`config.mk`:
```
export PLATFORM = sky130hd
export DESIGN_NAME = uart_tx_buf
export DESIGN_NICKNAME = d
export VERILOG_FILES = /design/src/rtl/uart_tx_buf.sv
export SDC_FILE = /design/constraint.sdc
export NUM_CORES = 1
export LEC_CHECK = 0
export CORE_MARGIN = 1.5
export CORE_UTILIZATION = 50
export DETAILED_ROUTE_END_ITERATION = 10
export GPL_TIMING_DRIVEN = 0
export PLACE_DENSITY = 0.66
export SETUP_SLACK_MARGIN = 0.02
export SYNTH_ARGS = -nofsm -noshare
export SYNTH_HDL_FRONTEND = slang
export SYNTH_SLANG_ARGS = --single-unit
```
`constraint.sdc`:
```
create_clock -name sys_clk -period 3.05 [get_ports sys_clk]
set_clock_uncertainty 0.2 [all_clocks]
set_input_delay 0.4575 -clock sys_clk [delete_from_list [all_inputs] [get_ports sys_clk]]
set_output_delay 0.4575 -clock sys_clk [all_outputs]
set_load 0.1 [all_outputs]
```
`src/rtl/uart_tx_buf.sv`:
```
// Buffered 8N1 UART transmitter: a small byte FIFO feeding a
// start/data/stop serializer so bursts never stall the producer.
module uart_tx_buf #(
    parameter int CLK_FREQ = 50_000_000,
    parameter int BAUD     = 9600,
    parameter int DEPTH    = 16
) (
    input  logic       sys_clk,
    input  logic       sys_rst,
    input  logic [7:0] tx_data,
    input  logic       tx_en,
    output logic       tx,
    output logic       busy,
    output logic       fifo_full,
    output logic       overflow
);

    localparam int BIT_CNT = CLK_FREQ / BAUD;
    localparam int AW      = $clog2(DEPTH);
    localparam int CW      = (BIT_CNT > 1) ? $clog2(BIT_CNT) : 1;

    localparam logic [CW-1:0] BAUD_LAST = CW'(BIT_CNT - 1);
    localparam logic [AW:0]   FULL_CNT  = (AW + 1)'(DEPTH);

    typedef enum logic [1:0] {
        IDLE,
        START,
        DATA,
        STOP
    } state_t;

    logic [7:0]    mem [DEPTH];
    logic [AW-1:0] wr_ptr;
    logic [AW-1:0] rd_ptr;
    logic [AW:0]   count;
    logic [AW:0]   count_next;

    state_t        state;
    state_t        state_next;
    logic [CW-1:0] baud;
    logic [CW-1:0] baud_next;
    logic [2:0]    idx;
    logic [2:0]    idx_next;
    logic [7:0]    sh;
    logic [7:0]    sh_next;

    logic          wr_ok;
    logic          pop;
    logic          bit_end;
    logic          tx_next;

    // A strobe is stored only when there is room; a pop never frees
    // space for a write in the same cycle.
    assign wr_ok   = tx_en & ~fifo_full;
    assign bit_end = (baud == BAUD_LAST);

    // Occupancy: a write and a pop together cancel out.
    always_comb begin
        count_next = count;
        if (wr_ok && !pop) begin
            count_next = count + 1'b1;
        end else if (!wr_ok && pop) begin
            count_next = count - 1'b1;
        end
    end

    // Serializer next state, baud/bit counters and FIFO pop.
    always_comb begin
        state_next = state;
        baud_next  = baud + 1'b1;
        idx_next   = idx;
        sh_next    = sh;
        pop        = 1'b0;
        unique case (state)
            IDLE: begin
                baud_next = '0;
                if (count != '0) begin
                    pop        = 1'b1;
                    sh_next    = mem[rd_ptr];
                    state_next = START;
                end
            end
            START: begin
                if (bit_end) begin
                    baud_next  = '0;
                    idx_next   = '0;
                    state_next = DATA;
                end
            end
            DATA: begin
                if (bit_end) begin
                    baud_next = '0;
                    if (idx == 3'd7) begin
                        state_next = STOP;
                    end else begin
                        idx_next = idx + 1'b1;
                    end
                end
            end
            STOP: begin
                if (bit_end) begin
                    baud_next = '0;
                    if (count != '0) begin
                        pop        = 1'b1;
                        sh_next    = mem[rd_ptr];
                        state_next = START;
                    end else begin
                        state_next = IDLE;
                    end
                end
            end
            default: begin
                baud_next  = '0;
                state_next = IDLE;
            end
        endcase
    end

    // Line level for the state being entered, so tx is a plain flop.
    always_comb begin
        tx_next = 1'b1;
        unique case (state_next)
            IDLE:    tx_next = 1'b1;
            START:   tx_next = 1'b0;
            DATA:    tx_next = sh_next[idx_next];
            STOP:    tx_next = 1'b1;
            default: tx_next = 1'b1;
        endcase
    end

    // Byte storage; contents need no reset since count gates reads.
    always_ff @(posedge sys_clk) begin
        if (!sys_rst && wr_ok) begin
            mem[wr_ptr] <= tx_data;
        end
    end

    // FIFO pointers and occupancy; pointers wrap on their own width.
    always_ff @(posedge sys_clk) begin
        if (sys_rst) begin
            wr_ptr <= '0;
            rd_ptr <= '0;
            count  <= '0;
        end else begin
            if (wr_ok) begin
                wr_ptr <= wr_ptr + 1'b1;
            end
            if (pop) begin
                rd_ptr <= rd_ptr + 1'b1;
            end
            count <= count_next;
        end
    end

    // Serializer state register.
    always_ff @(posedge sys_clk) begin
        if (sys_rst) begin
            state <= IDLE;
            baud  <= '0;
            idx   <= '0;
            sh    <= '0;
        end else begin
            state <= state_next;
            baud  <= baud_next;
            idx   <= idx_next;
            sh    <= sh_next;
        end
    end

    // Registered outputs, derived from next-cycle values so they
    // track the state and count without an extra cycle of lag.
    always_ff @(posedge sys_clk) begin
        if (sys_rst) begin
            tx        <= 1'b1;
            busy      <= 1'b0;
            fifo_full <= 1'b0;
            overflow  <= 1'b0;
        end else begin
            tx        <= tx_next;
            busy      <= (state_next != IDLE) | (count_next != '0);
            fifo_full <= (count_next == FULL_CNT);
            overflow  <= tx_en & fifo_full;
        end
    end

endmodule

```
# ---- Word level (Yosys, flattened, before mapping)
# Memories as Yosys holds them, arrays and structs flattened. A register that Yosys moved wholly into a read port is not among the register bits.
# Index checks and enable logic that the tools add are counted.
dict set report totals {
  regBits 43
  mem_bits_rw 128
  out_inout_bits 4
  wordCells 73
  mem_count 1
}
# memory words word_bits read_ports rd_clocked_by_memory_dff wr line_no
set mem_list {}
lappend mem_list {mem 16 8 1 1 1 32} ;# logic [7:0] mem [DEPTH];
dict set report classes {
  addsub 6
  n_lt_le_gt_ge 1
  n_eq_ne 9
  n_mux 28
  n_bitwise 4
  reduce_logical 13
}
# cell n
set ops {}
lappend ops {{case mux 13 bit (2 select lines)} 1}
lappend ops {{2-to-1 mux 8 bit} 2}
lappend ops {{case mux 8 bit (2 select lines)} 1}
lappend ops {{adder 13 x 1 -> 13 bit (second input constant)} 1}
lappend ops {{== test 13 bit (second input constant)} 1}
lappend ops {{2-to-1 mux 13 bit} 1}
lappend ops {{2-to-1 mux 2 bit} 5}
lappend ops {{2-to-1 mux 5 bit} 2}
lappend ops {{nonzero test 5 bit} 2}
lappend ops {{2-to-1 mux 3 bit} 3}
lappend ops {{adder 4 x 1 -> 4 bit (second input constant)} 2}
lappend ops {{== test 2 bit (second input constant)} 4}
lappend ops {{2-to-1 mux 4 bit} 2}
lappend ops {{case mux 2 bit (4 select lines)} 1}
lappend ops {{2-to-1 mux 1 bit} 6}
lappend ops {{case mux 3 bit (2 select lines)} 1}
lappend ops {{adder 5 x 1 -> 5 bit (second input constant)} 1}
lappend ops {{== test 5 bit (second input constant)} 1}
lappend ops {{subtractor 5 x 1 -> 5 bit (second input constant)} 1}
lappend ops {{== test 2 x 1 -> 1 bit (second input constant)} 2}
lappend ops {{zero test 2 bit} 2}
lappend ops {{< comparator 3 x 4 -> 1 bit (second input constant)} 1}
lappend ops {{adder 3 x 1 -> 3 bit (second input constant)} 1}
lappend ops {{binary-select mux 1 bit (select 3 bit)} 1}
lappend ops {{other kinds (11)} 16}

# ---- Depth between registers and ports, before layout
dict set report logic_depth {
  ltp_word 9
  mapped_depth 14
  ltp_nobuf 14
}

# ---- Worst setup path before layout
# Ideal clock, no wire load.
dict set report synth_path {
  kind {register to register}
  start {register count[0]}
  end {register tx}
  setup_time_ns 0.086
  arrival_ns 2.245
  setup_slack_ns 0.519
  path_stages_with_launch 14
  period_less_slack_ns 2.531
  path_cell_list {dfxtp_1 -> inv_1 -> ha_1 -> nor4b_1 -> inv_1 -> o21ai_0 -> o211ai_1 -> a21oi_1 -> ha_1 -> nor2_1 -> nor2_1 -> nand2b_1 -> a31oi_1 -> a211oi_1}
}
dict set report synth_via {
  elab_chain_cells 7
  elab_cells_between_ends 16
  cone_classes {eq/ne (3); mux (10); reduce/logical (3)}
}
# element line_no
set synth_rtl {}
lappend synth_rtl {{from (decl)} 35} ;# logic [AW:0] count;
lappend synth_rtl {{from (signal assigned)} 151} ;# count <= count_next;
lappend synth_rtl {{nonzero test 5 bit *} {77, 103}}
lappend synth_rtl {{2-to-1 mux 8 bit / 2-to-1 mux 1 bit (equally long branches)} {77, 103}}
lappend synth_rtl {{2-to-1 mux 8 bit / 2-to-1 mux 2 bit (equally long branches)} 101} ;# if (bit_end) begin
lappend synth_rtl {{case mux 8 bit (2 select lines) / case mux 2 bit (4 select lines) (equally long branches)} 74} ;# unique case (state)
lappend synth_rtl {{binary-select mux 1 bit (select 3 bit) (tied with other cells)} 125} ;# DATA: tx_next = sh_next[idx_next];
lappend synth_rtl {{2-to-1 mux 1 bit (implied by the code) / OR reduction 2 bit (equally long branches)} n/a}
lappend synth_rtl {{case mux 1 bit (3 select lines) *} 122} ;# unique case (state_next)
lappend synth_rtl {{to (signal assigned)} 179} ;# tx <= tx_next;
lappend synth_rtl {{to (decl)} 12} ;# output logic tx,
# Mark *: on every way between the ends. The rest lies on a longest branch, timed or not. The select of a mux whose other input is x is not followed.
# A chain may end at the register's enable or synchronous reset.

==> impl_metrics.toml <==
[run_status]
status = "finished, final reports clean"

[pwr]
ir_drop_mv = 0.642
power_leakage_nw = 2.71
power_density_mw_per_mm2 = 790

[cts]
hold_buffers = 0
clk_latency_ns = 0.43
cts.sinks = 175
root_buffer = "clkbuf_16"
cts_max_level = 4
cts_tree = "built"
clockBufferDepth = 2
clkTransAtPathRegs_ns = 0.06
cts_buffers = 17
cts_setup_buffers = 0

[placed_design]
place_ws_ns = -0.0290
dp_hpwl_mm = 9.18
placed_cells = 675
place_congestion = 0.800
portBuffers = 13

[critical_path]
critical-path-top-delay-family = "multiplexers"
worstPathMaxFanout = 10
start_kind = "register"
critPathCaptureType = "register"
crit_path_frequent_cell = "mux4_2"
slowest_delay_ns = 0.52
crit_slowest_cell = "mux4_2"
path_buf_inv = 2
cp.arrival_ns = 2.97
path_class = "reg2reg"
required_ns = 3.15
crit_path_cell_trace = "clkbuf_1 -> clkbuf_4 -> mux4_2 -> mux4_2 -> a22oi_1 -> nand3_1 -> a31oi_1 -> a211oi_1"

[timing]
finalSetupViolCount = 0
setup_ws_ns = 0.184
timing.final.crit_share = 0.940
setup_tns_ns = 0
worst_pin_slew_ns = 0.995
slew_viol_final = 0
fmax_mhz = 349
min_period_ns = 2.87
hold_violations = 0
rsz0062_at_grt = "no"
hold_ws_ns = 0.251
relSlewSlack = 0.334

[routing]
post_drt_wl_per_cell_um = 19.1
final_antenna_net_count = 0
route.vias.total = 4034
firstDrtPassIters = 5
drt_first_iter_violations = 342
vias_per_cell = 5.71
drc_errors = 0
drt-total-wl_mm = 13.5

[synth]
netlist_area_mm2 = 0.00722
syn_inst = 482
yosysWarningCount = 0
synth-async-reset-ratio = 0
ys_types = 49
ys_seq_area_frac = 0.663
synth-main-ff-cell = "edfxtp_1"
avgSynthCellArea_um2 = 15.0
synth-seq-cells = 175
synthesis.nets = 510
synth_edf_count = 128

[global_route]
antenna_found_initial = 0
overflow = 0
grt_first_pass_wirelength_mm = 21.7
grt_max_degree = 17
grt_usage = 0.199
grt_pass1_vias = 4019

[final_layout]
mostFrequentLayoutCell = "edfxtp_1"
nFillCells = 1067
drive_above_1_share = 0.135
insertedDiodeCount = 0
nNetsFinal = 541
area_growth_pct = 13.3
fin_cells = 706
layout_common_cells = "edfxtp_1 (128), nor2_1 (63), dfxtp_1 (47), nand2_1 (30), mux4_2 (28)"

[run]
maxCapViolations = 0

[die]
initial_core_util = 0.516
die-height_um = 123
core_area_mm2 = 0.0140
row_count = 43
die_area_mm2 = 0.0152
ios = 15
die-width_um = 123

[hold_path]
hold_class = "in2reg"
[per-layer routing]
layer | track usage | part of all wire | up-vias
li1 | - | - | 1907
met1 | 0.270 | 0.46 | 2020
met2 | 0.324 | 0.49 | 89
met3 | 0.0480 | 0.034 | 18
met4 | 0.0603 | 0.013 | 0
met5 | 0 | 0 | -
[stage by stage]
step / utilization / total power, W / cell area, µm²
6_report: 0.584 / 0.00646 / 8180
2_1_floorplan: - / 0.00398 / 7220
5_1_grt: 0.584 / 0.00677 / 8180
3_3_place_gp: 0.541 / 0.00430 / 7570
4_1_cts: 0.583 / 0.00647 / 8160
3_5_place_dp: 0.541 / 0.00434 / 7570
[flip-flops by register name, indices dropped and copies added, names as in the netlist, named ones only]
register,count
state,2
mem,128
sh,8
baud,13
wr_ptr,4
busy,1
fifo_full,1
overflow,1
count,5
rd_ptr,4
idx,3
tx,1
[layout make-up]
| cell class | instances | area, µm² | area share |
|---|---|---|---|
| plain buffers | 16 | 83.8 | 0.0103 |
| repair buffers | 13 | 130 | 0.0159 |
| multi-input cells | 276 | 2320 | 0.283 |
| clock inverters | 14 | 154 | 0.0188 |
| well taps | 180 | 225 | 0.0275 |
| flip-flops and latches | 175 | 4780 | 0.585 |
| inverters | 14 | 52.6 | 0.00643 |
| clock buffers | 18 | 429 | 0.0525 |
[cells by family (layout without fill, tap and decap cells)]
family,after synthesis,in the layout,share of synthesized area
xor+xnor,18,18,0.0218
buf+inv,31,75,0.0191
simple gates,149,149,0.0959
flops,175,175,0.663
mux,42,42,0.120
fa+ha+maj,17,17,0.0295
compound gates,50,50,0.0503
[power by group]
part,total [W],switching [W],internal (W)
logic,0.00152,0.000883,0.000633
clock network,0.00214,0.000924,0.00122
registers,0.00280,0.000106,0.00270
total,0.00646,0.00191,0.00455
[worst paths after layout]
path / startpoint / endpoint / slack, ns / cells past startpoint
worst max register to register: register / tx / 0.18 / 8
worst min register to register: baud[0] / baud[0] / 0.26 / 1
worst max-delay path: register / tx / 0.18 / 8
worst min-delay path: sys_rst / count[4] / 0.25 / 2
[timing repair]
| action | CTS | global route |
|---|---|---|
| endpoints found under the hold margin | 0 | 0 |
| endpoints found under the setup margin | 1 | 1 |
| gates resized for setup | 1 | 5 |
[cells in the mapped netlist, drive strengths merged, types with 7 or more instances]
cell type	count	area share
nor2	63	0.033
xnor2	8	0.0097
edfxtp	128	0.53
inv	14	0.0073
o21ai	10	0.0069
a22oi	15	0.017
buf	9	0.0076
clkbuf	8	0.0042
mux4	34	0.11
ha	17	0.029
mux2i	8	0.011
nand3	23	0.016
nand4	7	0.0061
nand2	30	0.016
dfxtp	47	0.13
xor2	10	0.012
Power figures use the tool's default switching activity.
